--- config.mk ---
export PLATFORM = sky130hd
export DESIGN_NAME = iterative_alu
export DESIGN_NICKNAME = d
export VERILOG_FILES = /design/src/rtl/iterative_alu.sv
export SDC_FILE = /design/constraint.sdc
export NUM_CORES = 1
export LEC_CHECK = 0
export CAP_MARGIN = 20
export CORE_AREA = 4 4 194 121
export CTS_CLUSTER_SIZE = 30
export DETAILED_ROUTE_END_ITERATION = 8
export DIE_AREA = 0 0 198 125
export HOLD_SLACK_MARGIN = 0.12
export PLACE_DENSITY = 0.65
export SLEW_MARGIN = 0
export SYNTH_ARGS = -nofsm -noshare
export SYNTH_HDL_FRONTEND = slang
export SYNTH_SLANG_ARGS = --single-unit
--- constraint.sdc ---
create_clock -name clk -period 5.3 [get_ports clk]
set_input_delay 1.06 -clock clk [delete_from_list [all_inputs] [get_ports clk]]
set_output_delay 1.06 -clock clk [all_outputs]
set_load 0.02 [all_outputs]
--- src/rtl/iterative_alu.sv ---
// iterative_alu
//   Registered execute-stage ALU with a valid/ready handshake on both sides.
//   Logic, add/sub and compare ops complete in one cycle; shifts walk one bit
//   position per cycle through a working register, so there is no barrel
//   shifter.
//
// Ports
//   clk        in   clock, rising edge
//   reset      in   asynchronous, active-high
//   in_valid   in   request present
//   in_ready   out  request can be accepted this cycle (comb. from state, out_ready)
//   Operation  in   4-bit op code from the ALU controller
//   SrcA       in   operand A, shift source
//   SrcB       in   operand B, low SHAMT_WIDTH bits are the shift amount
//   out_valid  out  ALUResult holds a completed result
//   out_ready  in   consumer takes the result this cycle
//   ALUResult  out  registered result
//   busy       out  iterative shift in progress
//
// state   | meaning
// --------+------------------------------------------------------------
// S_IDLE  | no result pending, ready for a request
// S_SHIFT | shifting one bit per cycle, counter holds remaining steps
// S_DONE  | ALUResult valid, held until out_ready
module iterative_alu #(
  parameter int DATA_WIDTH  = 32,
  parameter int SHAMT_WIDTH = 5
) (
  input  logic                  clk,
  input  logic                  reset,
  input  logic                  in_valid,
  output logic                  in_ready,
  input  logic [3:0]            Operation,
  input  logic [DATA_WIDTH-1:0] SrcA,
  input  logic [DATA_WIDTH-1:0] SrcB,
  output logic                  out_valid,
  input  logic                  out_ready,
  output logic [DATA_WIDTH-1:0] ALUResult,
  output logic                  busy
);

  localparam logic [3:0] OP_AND = 4'b0000;
  localparam logic [3:0] OP_OR  = 4'b0001;
  localparam logic [3:0] OP_LUI = 4'b0010;
  localparam logic [3:0] OP_XOR = 4'b0011;
  localparam logic [3:0] OP_SLL = 4'b0100;
  localparam logic [3:0] OP_SRL = 4'b0101;
  localparam logic [3:0] OP_BLT = 4'b0110;
  localparam logic [3:0] OP_BGE = 4'b0111;
  localparam logic [3:0] OP_BEQ = 4'b1000;
  localparam logic [3:0] OP_BNE = 4'b1001;
  localparam logic [3:0] OP_SUB = 4'b1010;
  localparam logic [3:0] OP_ADD = 4'b1011;
  localparam logic [3:0] OP_SLT = 4'b1100;
  localparam logic [3:0] OP_SRA = 4'b1101;

  typedef enum logic [1:0] {
    S_IDLE  = 2'd0,
    S_SHIFT = 2'd1,
    S_DONE  = 2'd2
  } state_t;

  state_t                 state;
  logic [SHAMT_WIDTH-1:0] cnt;
  logic [DATA_WIDTH-1:0]  work;
  logic [3:0]             op_q;

  logic [SHAMT_WIDTH-1:0] shamt;
  logic                   is_shift;
  logic                   start_shift;
  logic                   take;
  logic                   lt_signed;
  logic [DATA_WIDTH-1:0]  op_result;
  logic [DATA_WIDTH-1:0]  work_next;

  assign in_ready = (state == S_IDLE) || ((state == S_DONE) && out_ready);
  assign take     = in_valid && in_ready;

  assign shamt       = SrcB[SHAMT_WIDTH-1:0];
  assign is_shift    = (Operation == OP_SLL) || (Operation == OP_SRL) || (Operation == OP_SRA);
  assign start_shift = is_shift && (shamt != '0);
  assign lt_signed   = $signed(SrcA) < $signed(SrcB);

  // Single-cycle result. Shift ops only land here with a zero amount,
  // in which case SrcA passes through unchanged.
  always_comb begin
    op_result = '0;
    case (Operation)
      OP_AND:                 op_result = SrcA & SrcB;
      OP_OR:                  op_result = SrcA | SrcB;
      OP_LUI:                 op_result = SrcB;
      OP_XOR:                 op_result = SrcA ^ SrcB;
      OP_SLL, OP_SRL, OP_SRA: op_result = SrcA;
      OP_BLT:                 op_result = {{(DATA_WIDTH-1){1'b0}}, lt_signed};
      OP_BGE:                 op_result = {{(DATA_WIDTH-1){1'b0}}, ~lt_signed};
      OP_BEQ:                 op_result = {{(DATA_WIDTH-1){1'b0}}, SrcA == SrcB};
      OP_BNE:                 op_result = {{(DATA_WIDTH-1){1'b0}}, SrcA != SrcB};
      OP_SUB:                 op_result = SrcA - SrcB;
      OP_ADD:                 op_result = SrcA + SrcB;
      OP_SLT:                 op_result = {{(DATA_WIDTH-1){1'b0}}, lt_signed};
      default:                op_result = '0;
    endcase
  end

  // One-bit step of the latched shift op.
  always_comb begin
    work_next = '0;
    case (op_q)
      OP_SLL:  work_next = {work[DATA_WIDTH-2:0], 1'b0};
      OP_SRL:  work_next = {1'b0, work[DATA_WIDTH-1:1]};
      default: work_next = {work[DATA_WIDTH-1], work[DATA_WIDTH-1:1]};
    endcase
  end

  always_ff @(posedge clk or posedge reset) begin
    if (reset) begin
      state     <= S_IDLE;
      ALUResult <= '0;
      out_valid <= 1'b0;
      busy      <= 1'b0;
      cnt       <= '0;
      work      <= '0;
      op_q      <= '0;
    end else if (take) begin
      // Accept path is shared by IDLE and DONE-with-out_ready, which gives
      // bubble-free back-to-back operation.
      op_q <= Operation;
      if (start_shift) begin
        work      <= SrcA;
        cnt       <= shamt;
        busy      <= 1'b1;
        out_valid <= 1'b0;
        state     <= S_SHIFT;
      end else begin
        ALUResult <= op_result;
        out_valid <= 1'b1;
        state     <= S_DONE;
      end
    end else begin
      case (state)
        S_SHIFT: begin
          if (cnt == SHAMT_WIDTH'(1)) begin
            ALUResult <= work_next;
            out_valid <= 1'b1;
            busy      <= 1'b0;
            cnt       <= '0;
            state     <= S_DONE;
          end else begin
            work <= work_next;
            cnt  <= cnt - SHAMT_WIDTH'(1);
          end
        end
        S_DONE: begin
          if (out_ready) begin
            out_valid <= 1'b0;
            state     <= S_IDLE;
          end
        end
        default: ;
      endcase
    end
  end

endmodule

==> results.toml <==
[floorplanning]
io_pins = 107
fp-row-count = 42
dieArea_mm2 = 0.0248
start_util = 0.444
die_w_um = 198
die_y_um = 125
core-area_mm2 = 0.0217

[route]
vias = 10700
drtAntennaViolNets = 0
drt_wl_total_um = 38800
drt_iter0_drc = 1372
drc = 0
dr.pass1.iters = 5
post_drt_wl_per_cell_um = 23.2
vias_per_cell = 6.37

[worst_setup_path]
worstSetupStartpointType = "input pin"
arrival_ns = 5.06
crit_required_ns = 5.49
endpoint_kind = "register"
critPathKind = "input pin to register"
cp_max_fo = 5

[sta]
slew_headroom = 0.305
fin_crit_sh = 0.918
maxSlewViolCount = 0
fmax_ghz = 0.206
clock-skew-final_ns = 0.00855
worstMarginPinSlew_ns = 1.03
finalSetupViolations = 0
fin_tns_setup_ns = 0
hold_viol_final = 0
rsz0062_at_grt = "false"
finalCriticalPeriod_ns = 4.86

[power]
ir_drop_mv = 0.248
powerDensity_mw_per_mm2 = 322
p_leak_uw = 0.00480

[layout]
nNetsFinal = 1556
drive_gt1_frac = 0.0620
areaGrowthSynthToFinish_pct = 17.7
final_cells = 1674
antennaDiodeCount = 0
fill_cells = 2089

[clock_network]
clk_pin_slew_ns = 0.06
tritoncts = "built"
cts_setup_buffers = 0
cts_inserted_buffers = 9
htreeDepth = 3
hold_buffers = 0
ctsResizeCount = 0
clkLatencyLatePin_ns = 0.35
cts_root_buffer = "clkbuf_16"
clkSinkCount = 76
cts_buffer_depth = 2

[run_status]
status = "finished, final reports clean"

[grt]
grt_usage = 0.301
overflow = 0
grt_max_degree = 42
grt_pass1_vias = 9824
antenna_found_initial = 0
grt_pass1_wl_um = 59000

[logic_synthesis]
synthArstFlopShare = 1.00
postSynthCellCount = 1318
synth_top_area_share = 0.198
synth_top_area_cell = "dfrtp_1"
synth-seq-area-share = 0.198
yosysMostFrequentCell = "nor2_1"
synth_ff_type = "dfrtp_1"
synth_area_leaders = "dfrtp_1, ha_1, a21oi_1"
synth_nets = 1490
synth-warning-count = 0
avgSynthCellArea_um2 = 7.29
yosys-top-cells-count = "nor2_1, a21oi_1, inv_1"
syn_area_mm2 = 0.00961
ys_seq_elements = 76
synth_edf_count = 0
synth.distinct_cells = 85

[place]
portBuffers = 106
gp_congestion = 1.04
hpwl_um = 29500
dp_cells = 1659

[hold_path]
hold_path.class = "register to register"

[run]
maxCapViolCount = 0
[per-layer routing]
metal,part of all wire,vias up,wire length (µm),track usage
met1,0.45,5026,17300,0.448
li1,-,4899,-,-
met3,0.11,78,4270,0.0613
met5,0,-,0,0
met4,0.034,0,1320,0.0963
met2,0.41,654,15900,0.434
[cell usage in the layout (no fill, tap or decap), types with 10 or more instances in the layout]
master	synthesis	layout
o21ai_0	97	97
a211oi_1	22	22
inv_1	120	119
o31ai_1	13	13
xnor2_1	13	13
a222oi_1	11	11
buf_4	0	35
ha_1	98	98
dfrtp_1	76	76
nand2b_1	10	10
a221o_1	13	13
mux2i_1	55	55
o21bai_1	16	16
a21oi_1	134	134
nand2_1	117	116
a31oi_1	12	12
or3_1	13	13
nor3_1	42	40
nor2_1	145	144
o211ai_1	15	15
nor2b_1	14	14
nand3_1	12	12
a221oi_1	20	20
clkdlybuf4s50_1	0	105
[worst max-delay path: stages]
cell and delay (ns):
clkdlybuf4s50_1 0.57, ha_1 0.27, inv_1 0.08, fa_1 0.41
nor2b_1 0.20, o31ai_1 0.12, a211oi_1 0.48, o21bai_1 0.28
a2111oi_0 0.72, or3_1 0.21, o311ai_0 0.10, o21ai_0 0.35
o311ai_0 0.21
[cell type report]
class                   count  area, µm²  area share
repair buffers            141       1320       0.117
multi-input cells        1035       6960       0.615
clock inverters             4       73.8     0.00653
inverters                 121        455      0.0403
well taps                 286        358      0.0316
clock buffers              11        243      0.0215
flip-flops and latches     76       1900       0.168
[state kept, by name, indices dropped and copies added, names as in the netlist]
register	count
out_valid	1
cnt	5
ALUResult	32
work	32
busy	1
op_q	4
state	1
[kinds of logic after synthesis]
logic type | synth area share
buf+inv | 0.0834
xor+xnor | 0.0128
mux | 0.0584
flops | 0.198
fa+ha+maj | 0.132
simple gates | 0.194
compound gates | 0.322
[power by group]
part           leakage (µW)  total (µW)  switching, µW  internal [µW]
registers          0.000874        1020            206            813
clock network      0.000156         687            264            423
logic               0.00377        1940           1180            766
total               0.00480        3650           1650           2000
[path summary, 6_finish.rpt]
check	startpoint	endpoint	slack [ns]	cells after the start
worst max-delay path	SrcB[0]	ALUResult[26]	0.44	13
worst min-delay path	op_q[2]	op_q[2]	0.47	2
worst max register to register	cnt[1]	ALUResult[28]	2.09	8
worst min register to register	op_q[2]	op_q[2]	0.47	2
max in group asynchronous	reset	work[7]	3.17	3
min in group asynchronous	reset	work[28]	1.15	2
[through the flow]
stage | power (µW) | worst slack [ns] | hold slack [ns] | util | instance area [µm²]
detailed placement | 2920 | 0.204 | 0.457 | 0.508 | 11000
CTS | 3620 | 0.561 | 0.472 | 0.523 | 11300
global route | 3850 | 0.268 | 0.489 | 0.523 | 11300
finish | 3650 | 0.435 | 0.472 | 0.523 | 11300
floorplan | 2170 | 1.54 | 0.438 | - | 9610
global placement | 2900 | 0.284 | 0.455 | 0.508 | 11000
Power figures use the tool's default switching activity.
